File: src/rtl/serial_pkg.sv
// Shared types and sizing for the nibble serializer and its holding buffer.
package serial_pkg;

    localparam int WIDTH_DEF = 4;
    localparam int CW        = $clog2(WIDTH_DEF);

    typedef enum logic {
        ST_IDLE  = 1'b0,
        ST_SHIFT = 1'b1
    } state_t;

endpackage

File: src/rtl/nibble_hold_buf.sv
// One-entry holding register. Parks a word while the shifter is busy.
module nibble_hold_buf
    import serial_pkg::*;
#(
    parameter int WIDTH = WIDTH_DEF
) (
    input  logic             clk,
    input  logic             clrb,
    input  logic             load_i,
    input  logic             drain_i,
    input  logic [WIDTH-1:0] data_i,
    output logic [WIDTH-1:0] data_o,
    output logic             full_o,
    output logic             full_d_o
);

    logic             full_q;
    logic             full_d;
    logic [WIDTH-1:0] data_q;

    // load and drain are mutually exclusive: load needs an empty entry, drain a full one
    always_comb begin
        full_d = full_q;
        if (load_i) begin
            full_d = 1'b1;
        end else if (drain_i) begin
            full_d = 1'b0;
        end
    end

    // NOTE: sequential state uses <= so every flop samples pre-edge values.
    always_ff @(posedge clk or negedge clrb) begin
        if (!clrb) begin
            full_q <= 1'b0;
        end else begin
            full_q <= full_d;
        end
    end

    // NOTE: payload register is not reset; full_q alone says whether it is meaningful.
    always_ff @(posedge clk) begin
        if (load_i) begin
            data_q <= data_i;
        end
    end

    assign data_o   = data_q;
    assign full_o   = full_q;
    assign full_d_o = full_d;

endmodule

File: src/rtl/nibble_serializer.sv
// Parallel-to-serial feeder: LSB-first bit stream with shift-enable strobe and
// a one-deep buffer so frames can run back-to-back.
module nibble_serializer
    import serial_pkg::*;
#(
    parameter int   WIDTH      = WIDTH_DEF,
    parameter logic IDLE_LEVEL = 1'b0
) (
    input  logic             clk,
    input  logic             clrb,
    input  logic [WIDTH-1:0] din,
    input  logic             din_valid,
    output logic             din_ready,
    output logic             SDR,
    output logic             sdr_en,
    output logic             frame_last,
    output logic             busy
);

    localparam int               CNT_W = $clog2(WIDTH);
    localparam logic [CNT_W-1:0] LAST  = CNT_W'(WIDTH - 1);

    state_t           state_q, state_d;
    logic [CNT_W-1:0] cnt_q, cnt_d;
    logic [WIDTH-1:0] shreg_q, shreg_d;
    logic             ready_q;
    logic             busy_q;

    logic             hold_full;
    logic             hold_full_d;
    logic [WIDTH-1:0] hold_data;
    logic             hold_load;
    logic             hold_drain;
    logic             accept;
    logic             last_bit;

    assign accept   = din_valid & ready_q;
    assign last_bit = (state_q == ST_SHIFT) && (cnt_q == LAST);

    nibble_hold_buf #(
        .WIDTH (WIDTH)
    ) u_hold (
        .clk      (clk),
        .clrb     (clrb),
        .load_i   (hold_load),
        .drain_i  (hold_drain),
        .data_i   (din),
        .data_o   (hold_data),
        .full_o   (hold_full),
        .full_d_o (hold_full_d)
    );

    always_comb begin
        // NOTE: every output of this block gets a default first, so no latch is inferred.
        state_d    = state_q;
        cnt_d      = cnt_q;
        shreg_d    = shreg_q;
        hold_load  = 1'b0;
        hold_drain = 1'b0;

        unique case (state_q)
            ST_IDLE: begin
                if (accept) begin
                    shreg_d = din;
                    cnt_d   = '0;
                    state_d = ST_SHIFT;
                end
            end
            ST_SHIFT: begin
                shreg_d = shreg_q >> 1;
                cnt_d   = cnt_q + CNT_W'(1);
                if (last_bit) begin
                    cnt_d = '0;
                    if (hold_full) begin
                        shreg_d    = hold_data;
                        hold_drain = 1'b1;
                    end else if (accept) begin
                        shreg_d = din;
                    end else begin
                        state_d = ST_IDLE;
                    end
                end else if (accept) begin
                    hold_load = 1'b1;
                end
            end
            default: state_d = ST_IDLE;
        endcase
    end

    // ready/busy follow the next-state buffer flag so a full buffer is never offered
    always_ff @(posedge clk or negedge clrb) begin
        if (!clrb) begin
            state_q <= ST_IDLE;
            cnt_q   <= '0;
            shreg_q <= '0;
            ready_q <= 1'b0;
            busy_q  <= 1'b0;
        end else begin
            state_q <= state_d;
            cnt_q   <= cnt_d;
            shreg_q <= shreg_d;
            ready_q <= ~hold_full_d;
            busy_q  <= (state_d == ST_SHIFT) | hold_full_d;
        end
    end

    assign din_ready  = ready_q;
    assign busy       = busy_q;
    assign sdr_en     = (state_q == ST_SHIFT);
    assign SDR        = (state_q == ST_SHIFT) ? shreg_q[0] : IDLE_LEVEL;
    assign frame_last = last_bit;

endmodule
File: config.mk
export PLATFORM = sky130hd
export DESIGN_NAME = nibble_serializer
export DESIGN_NICKNAME = d
export VERILOG_FILES = /design/src/rtl/serial_pkg.sv /design/src/rtl/nibble_hold_buf.sv /design/src/rtl/nibble_serializer.sv
export SDC_FILE = /design/constraint.sdc
export NUM_CORES = 1
export LEC_CHECK = 0
export ABC_AREA = 1
export CORE_AREA = 2 2 39 41
export CTS_CLUSTER_SIZE = 40
export DETAILED_ROUTE_END_ITERATION = 8
export DIE_AREA = 0 0 41 43
export DONT_BUFFER_PORTS = 1
export GPL_ROUTABILITY_DRIVEN = 1
export PLACE_DENSITY = 0.66
export SETUP_SLACK_MARGIN = 0.02
export SLEW_MARGIN = 20
export SYNTH_ARGS = -nofsm -noshare
export SYNTH_HDL_FRONTEND = slang
export SYNTH_SLANG_ARGS = --single-unit
File: constraint.sdc
create_clock -name clk -period 1.8 [get_ports clk]
set_clock_uncertainty 0.15 [all_clocks]
set_input_delay 0.18 -clock clk [delete_from_list [all_inputs] [get_ports clk]]
set_output_delay 0.18 -clock clk [all_outputs]
set_load 0.02 [all_outputs]
# Word-level counts from Yosys, hierarchy flattened

Index checks and enable logic that the tools add are counted.

Register bits after elaboration: 14
Input bits: 7
Output and inout port bits: 5

$add $sub $neg: 1
Equal/unequal tests: 2
Multiplexer cells: 20
Bitwise logic cells: 4
Reduce and logical (&&, ||, !) cells: 1

Operators by type and width:

| operator              | count |
|---|---|
| $mux W4               | 4 |
| $mux W1               | 11 |
| $pmux W4 S2           | 1 |
| $mux W2               | 2 |
| $pmux W2 S2           | 1 |
| $add A2 B1 Y2 const B | 1 |
| $eq A2 B2 Y1 const B  | 1 |
| $ne A2 B2 Y1 const B  | 1 |
| $not A1 Y1            | 2 |
| $pmux W1 S2           | 1 |
| $and A1 B1 Y1         | 1 |
| $logic_and A1 B1 Y1   | 1 |
| $or A1 B1 Y1          | 1 |

# Logic depth before layout (Yosys ltp)

Gate-level depths: netlist of the first run.

Depth in word-level cells: 7
Gate-level depth with buffers: 9
Mapped depth without buffers: 9

# Hierarchy

A second synthesis of the first run with hierarchy kept.

Cell total of the unflattened synthesis: 78
Area, all modules: 655.6 µm²

By module, submodules not included:

| module            | instances | cells an instance | area an instance (µm²) |
|---|---|---|---|
| nibble_serializer | 1         | 69                | 495.5 |
| nibble_hold_buf   | 1         | 9                 | 160.2 |

# Least setup slack after synthesis of the first run

No wires, ideal clock.

Path type: register -> register
From: reg cnt_q[0]
To: reg u_hold.data_q[0] (netlist: u_hold.data_o[0]) (enable)
Setup time: 0.331 ns
Arrival: 0.970 ns
Required time: 1.319 ns
Slack: 0.349 ns
Cell stages (with the launch flop): 5
Path buffers: 0
Period minus slack after synthesis: 1.451 ns
Cell sequence: dfrtp_1 ha_1 inv_1 nand2_1 nor2_2

Word-level cells in the longest chain between the ends: 4

Ends and longest elaborated chain:

| what                   | line                     | source |
|---|---|---|
| from (decl)            | nibble_serializer.sv:24  | `logic [CNT_W-1:0] cnt_q, cnt_d;` |
| from (signal assigned) | nibble_serializer.sv:100 | `cnt_q <= cnt_d;` |
| $eq A2 B2 Y1           | nibble_serializer.sv:38  | `assign last_bit = (state_q == ST_SHIFT) && (cnt_q == LAST);` |
| $logic_and A1 B1 Y1    | nibble_serializer.sv:38  |  |
| $mux W1                | nibble_serializer.sv:72  | `if (last_bit) begin` |
| $mux W1                | nibble_serializer.sv:61  | `unique case (state_q)` |
| net hold_load          | nibble_serializer.sv:32  | `logic hold_load;` |
| to (signal assigned)   | nibble_hold_buf.sv:43    | `data_q <= data_i;` |
| to (decl)              | nibble_hold_buf.sv:19    | `logic [WIDTH-1:0] data_q;` |

The timed path passes the listed nets, and every way through them passes these cells.
A chain may end at the register's enable or synchronous reset.

# Worst setup path in the final report of the first run

From: reg ready_q (netlist: din_ready)
To: reg u_hold.data_q[1] (netlist: u_hold.data_o[1]) (enable)

Word-level cells in the longest chain between the ends: 4

Ends and longest elaborated chain:

| what                   | line                     | source |
|---|---|---|
| from (decl)            | nibble_serializer.sv:26  | `logic ready_q;` |
| from (signal assigned) | nibble_serializer.sv:102 | `ready_q <= ~hold_full_d;` |
| $and A1 B1 Y1          | nibble_serializer.sv:37  | `assign accept = din_valid & ready_q;` |
| $mux W1                | nibble_serializer.sv:82  | `end else if (accept) begin` |
| $mux W1                | nibble_serializer.sv:72  |  |
| $mux W1                | nibble_serializer.sv:61  |  |
| net hold_load          | nibble_serializer.sv:32  |  |

The timed path passes the listed nets, and every way through them passes these cells.

==> results of run 1 <==
sequential cells by signal, indices dropped and copies added (netlist names):
signal / count
u_hold.data_o: 4
busy: 1
shreg_q: 4
cnt_q: 2
u_hold.full_o: 1
din_ready: 1
sdr_en: 1
worst max path at each step:
stage | endpoint | cells after the start
CTS | frame_last | 2
global placement | u_hold.data_o[3] | 4
detailed placement | u_hold.data_o[3] | 4
floorplan | u_hold.data_o[0] | 4
global route | frame_last | 2
finish | u_hold.data_o[1] | 2
layer usage:
| layer | GRT usage, % | share of wire (%) | vias to the layer above |
|---|---|---|---|
| met5 | 0 | 0 | - |
| met4 | 10.0 | 1.2 | 0 |
| met3 | 5.24 | 3.5 | 2 |
| met2 | 26.9 | 51 | 9 |
| met1 | 21.8 | 44 | 239 |
| li1 | - | - | 273 |
worst min-delay path: cells and delay by family:
family | cells | cell delay, ns
and+or+nand+nor | 4 | 0.26
cell usage after synthesis, drive strengths merged:
cell type   n
a22o        1
o21ai       5
or2         1
dfrtp      10
edfxtp      4
nor2        8
inv         8
nand2      34
nand3       7
a21oi       1
ha          1
layout make-up:
type                    count  area [µm²]
fillers                   125         614
flip-flops and latches     14         370
multi-input cells          58         273
repair buffers              5        50.0
inverters                   8        30.0
clock buffers               3        22.5
well taps                  16        20.0
clock inverters             1        3.75
cell families after synthesis:
kind of cell / Yosys count / share of synthesized area (%)
AND/OR/NAND/NOR: 50 / 31.0
flip-flops: 14 / 55.0
buffers and inverters: 8 / 4.46
AO/OA/AOI/OAI: 7 / 7.62
adder cells (fa/ha/maj): 1 / 1.86
stage by stage:
step                std cells  area, µm²  util, %  worst slack, ns  hold WS [ns]
floorplan                  80        673        -            0.349        -0.266
global placement           96        693     50.1            0.271        -0.265
detailed placement         96        693     50.1            0.231        -0.265
CTS                       105        769     55.6            0.209        0.0469
global route              105        769     55.6            0.138        0.0682
finish                    105        769     55.6            0.217        0.0487
power by group through the flow:
stage	Clock [mW]	Combinational, mW	Sequential (mW)
2_1_floorplan	0	0.478	0.594
3_3_place_gp	0	0.556	0.621
3_5_place_dp	0	0.568	0.623
4_1_cts	0.185	0.585	0.615
5_1_grt	0.200	0.659	0.637
6_report	0.178	0.580	0.615
==> results.md, run 1 <==
* Status: complete, no violations
* Wirelength, routed at 1.24 mm
* Worst vdd ir at 0.907 mV
* Distinct cell type count after synthesis at 15
* WP buf/inv at 0
* Post-Route Setup TNS at 0 ns
* Clk root buf: clkbuf_4
* Die H at 43 µm
* CP delay by family, top: simple AND/OR/NAND/NOR gates
* First DRT Iteration DRCs at 8
* Worst-Margin Slew at 0.463 ns
* CTS tree: yes
* Largest net degree at the start of global routing at 11
* Hold path startpoint: din[1]
* Startpoint types: flop
* Setup crit end kind: flop
* Initial antenna violation count at 0
* Final Cycle Share at 88.0%
* Die ar. at 0.00176 mm²
* Number of buffers added on ports at 0
* Fin. max-slew vios at 0
* GRT Overall Usage at 17.8%
* Power Density at 1780 mW/mm²
* Yosys top cell area share at 37.2%
* Clock share of power at 12.9%
* Crit path DAT at 1.38 ns
* Area growth from synthesis to layout at 14.3%
* Leading area contributor after synthesis: dfrtp_1
* Vias in the first global route at 514
* Share of cells above drive strength 1 at 10.1%
* Post-CTS Setup Inserts at 0
* Most common library cell in the layout ignoring fill and taps: nand2_1
* Core ar. at 0.00138 mm²
* Post-Syn Instances at 80
* WL/cell at 11.8 µm
* Ports at 12
* RSZ-0062 raised after global routing: false
* Detail Placement HPWL at 935 µm
* Seq cells post-synth at 14
* Most frequent cells in the layout: nand2_1 (33), dfrtp_1 (10), nor2_1 (7), nand3_1 (7), inv_1 (6)
* R2R Path End: u_hold.data_o[1]
* Worst Hold Path Cells at 4
* R2R Setup Slk at 0.22 ns
* CP max stage delay at 0.51 ns
* Hold Fails Final Rpt at 0
* Kind of critical path: flop to flop
* Congestion Overflow GR at 0
* Clk sinks at 14
* Max Cap Viol at 0
* Area contributors post-synth: dfrtp_1 (37%), nand2_1 (18%), edfxtp_1 (18%), nand3_1 (5.2%), nor2_1 (3.9%)
* Mapped Area at 673 µm²
* Sw frac at 44.7%
* Via count at 523
* First-pass GRT wire length at 2.04 mm
* Worst Hold Path EP: shreg_q[1]
* # setup viols final at 0
* Hold buffers post-CTS at 5
* Required @ worst endpoint at 1.60 ns
* Max stage delay cell, worst path: dfrtp_1
* Sequential power share at 44.8%
* Gate power share at 42.2%
* DR DRC count at 0
* Tmin final at 1.58 ns
* Clock transition at the registers of the reported paths at 0.08 ns
* Inserted Clock Buffers at 3
* F_max at 0.632 GHz
* Internal at 760 µW
* Critical path, cell by cell: nand2_1 -> nor2_2
* Chip Width at 41 µm
* Synth Area per Inst at 8.41 µm²
* P_leak at 0.381 nW
* DRT Pass-1 Iters at 4
* Rows at 14
* Crit Path Max Fanout at 7
* Mapped Nets at 88
* Cells on worst reg2reg path at 2
* Clock H-tree levels at 1
* Tot Pwr at 1.37 mW
* Hold Path Class: primary input to flop
* Post-cts resize count at 0
* Avg Vias per Cell at 4.98
* Seq/Total Area, Yosys at 55.0%
* Final ANT Viol Nets at 0
* Switching pwr at 613 µW
* Antenna diodes at 0
* Layout Nets at 98
* Initial core utilization at 48.6%
* Gpl congestion at 0.708
* Origin of the worst setup path: din_ready
* Reg2reg start: din_ready
* Ys Warns at 0
* Worst-case clock buffer depth at 2
* Clock latency on the worst-skew pair at 0.28 ns
* Rel. slew slack at 69.1%
No activity file was read; power rests on OpenSTA's default activity.
==> run 2: changes to the inputs <==
--- a/config.mk
+++ b/config.mk
@@ -6,13 +6,15 @@
 export NUM_CORES = 1
 export LEC_CHECK = 0
 export ABC_AREA = 1
-export CORE_AREA = 2 2 39 41
+export CELL_PAD_IN_SITES_DETAIL_PLACEMENT = 1
+export CELL_PAD_IN_SITES_GLOBAL_PLACEMENT = 1
+export CORE_UTILIZATION = 43
+export CTS_CLUSTER_DIAMETER = 100
 export CTS_CLUSTER_SIZE = 40
 export DETAILED_ROUTE_END_ITERATION = 8
-export DIE_AREA = 0 0 41 43
 export DONT_BUFFER_PORTS = 1
 export GPL_ROUTABILITY_DRIVEN = 1
-export PLACE_DENSITY = 0.66
+export PLACE_DENSITY_LB_ADDON = 0.1
 export SETUP_SLACK_MARGIN = 0.02
 export SLEW_MARGIN = 20
 export SYNTH_ARGS = -nofsm -noshare
==> run 2 against run 1 <==
Against the previous run: register-to-register slack worse by 0.07 ns; flip-flop and latch count stayed put; global-route usage is 4.1 points higher; cell count is 1.9% lower; clock power hardly changed; final area is 0.65% lower; non-clock buffer count stayed put; sequential share of layout area is 0.32 points higher; wire length is 32% higher; clock-buffer cell count stayed put; largest cell class unchanged; highest routed layer unchanged.
==> results.md, run 2 (synthesis results as in run 1) <==
* Setup crit end kind: flop
* Met3 Usage GRT at 3.91% (-1.3 points)
* Antenna diodes at 0 (unchanged)
* Initial antenna violation count at 0 (unchanged)
* Wirelength, routed at 1.64 mm (+32%)
* Hold Fails Final Rpt at 0 (unchanged)
* Register area at 370 µm² (unchanged)
* Area growth from synthesis to layout at 13.6%
* Final Cycle Share at 92.0% (+4.0 points)
* Die ar. at 0.00173 mm² (-2.0%)
* WL/cell at 15.9 µm (+34%)
* Max Cap Viol at 0 (unchanged)
* GRT Overall Usage at 21.9% (+4.1 points)
* Ports at 12 (unchanged)
* Final WS setup at 0.144 ns (-0.0729 ns)
* M2 GR Usage at 36.3% (+9.4 points)
* Worst vdd ir at 0.966 mV (+6.4%)
* Min Hold Slack at 0.0395 ns (-0.00912 ns)
* Congestion Overflow GR at 0 (unchanged)
* Most frequent cells in the layout: nand2_1 (33), dfrtp_1 (10), nor2_1 (7), nand3_1 (7), inv_1 (6)
* Share of cells above drive strength 1 at 10.2% (+0.11 points)
* Clock transition at the registers of the reported paths at 0.08 ns (about the same)
* Avg Vias per Cell at 5.25 (+5.5%)
* Number of buffers added on ports at 0 (unchanged)
* Chip Width at 41.6 µm (+1.4%)
* Layout Nets at 98 (unchanged)
* Post-cts resize count at 0 (unchanged)
* F_max at 0.604 GHz (-4.4%)
* Die H at 41.6 µm (-3.3%)
* Rows at 13 (-1)
* P_leak at 0.380 nW (-0.41%)
* Required @ worst endpoint at 1.59 ns (about the same)
* CTS tree: yes
* Post-CTS Setup Inserts at 0 (unchanged)
* Hold buffers post-CTS at 5 (unchanged)
* Post-Route Setup TNS at 0 ns (unchanged)
* RSZ-0062 raised after global routing: false
* First DRT Iteration DRCs at 18 (+10)
* Rel. slew slack at 69.1% (about the same)
* Initial core utilization at 48.7% (about the same)
* First-pass GRT wire length at 2.75 mm (+35%)
* Worst-case clock buffer depth at 2 (unchanged)
* Hold Path Class: primary input to flop
* Core ar. at 0.00138 mm² (about the same)
* Fillers at 166 (+33%)
* Detail Placement HPWL at 1.23 mm (+31%)
* Clock latency on the worst-skew pair at 0.27 ns (about the same)
* Vias in the first global route at 562 (+9.3%)
* Tmin final at 1.66 ns (+0.0729 ns)
* Met1 Usage GRT at 28.0% (+6.2 points)
* Clock H-tree levels at 1 (unchanged)
* DRT Pass-1 Iters at 4 (unchanged)
* Crit path DAT at 1.45 ns (+0.07 ns)
* Busiest grt layer: met2
* Multi-input logic area at 273 µm² (unchanged)
* Worst-Margin Slew at 0.462 ns (-0.000834 ns)
* Clk root buf: clkbuf_4
* Most common library cell in the layout ignoring fill and taps: nand2_1
* Clk sinks at 14 (unchanged)
* DR DRC count at 0 (unchanged)
* # setup viols final at 0 (unchanged)
* Kind of critical path: flop to flop
* Tot Pwr at 1.41 mW (+2.7%)
* Final ANT Viol Nets at 0 (unchanged)
* Gpl congestion at 0.768 (+8.5%)
* Startpoint types: flop
* Inserted Clock Buffers at 3 (unchanged)
* Power Density at 1840 mW/mm² (+3.3%)
* Fin. max-slew vios at 0 (unchanged)
* Largest net degree at the start of global routing at 11 (unchanged)
* Crit Path Max Fanout at 5 (-2)
* Setup WS pre-CTS at 0.168 ns (-0.0633 ns)
* R2R Setup Slk at 0.14 ns (-0.07 ns)
* Status: complete, no violations
* Via count at 541 (+3.4%)
==> run 2: cell count changes in the layout (fill, tap and decap cells not counted), sizes merged <==
cell	before	now
clkinv	1	0
==> run 2: layer usage <==
metal | up-vias | part of all wire [%]
met5 | - | 0
met2 | 7 | 54
met3 | 2 | 2.2
met4 | 0 | 1.0
met1 | 262 | 42
li1 | 270 | -
==> run 2: path summary, 6_finish.rpt <==
kind | start | endpoint | cells after the start
max | cnt_q[0] | u_hold.data_o[1] | 4
min | din[2] | shreg_q[2] | 4
max reg2reg | cnt_q[0] | u_hold.data_o[1] | 4
min reg2reg | shreg_q[0] | shreg_q[0] | 2
max in group asynchronous | clrb | din_ready | 1
min in group asynchronous | clrb | shreg_q[3] | 1
==> run 2: final cells by class <==
cell class / instances / share of cell area (%)
Sequential cell: 14 / 48.4
Multi-Input combinational cell: 58 / 35.7
Timing Repair Buffer: 5 / 6.55
Inverter: 8 / 3.93
Clock buffer: 3 / 2.95
Tap cell: 15 / 2.45
==> run 2: critical path, stage by stage, from the launching register on <==
cell	delay, ns
dfrtp_1	0.41
ha_1	0.25
inv_1	0.09
nand2_1	0.09
nor2_2	0.33
==> run 2: through the flow <==
stage	utilization (%)	area, µm²	cells
finish	55.3	764	103
global route	55.3	764	103
CTS	55.3	764	103
detailed placement	50.0	692	95
global placement	50.0	692	95
floorplan	-	673	80
==> run 2: power breakdown <==
part | leakage (nW) | switching [mW] | internal (mW)
clock network | 0.0138 | 0.0972 | 0.0775
registers | 0.154 | 0.161 | 0.464
logic | 0.212 | 0.396 | 0.214
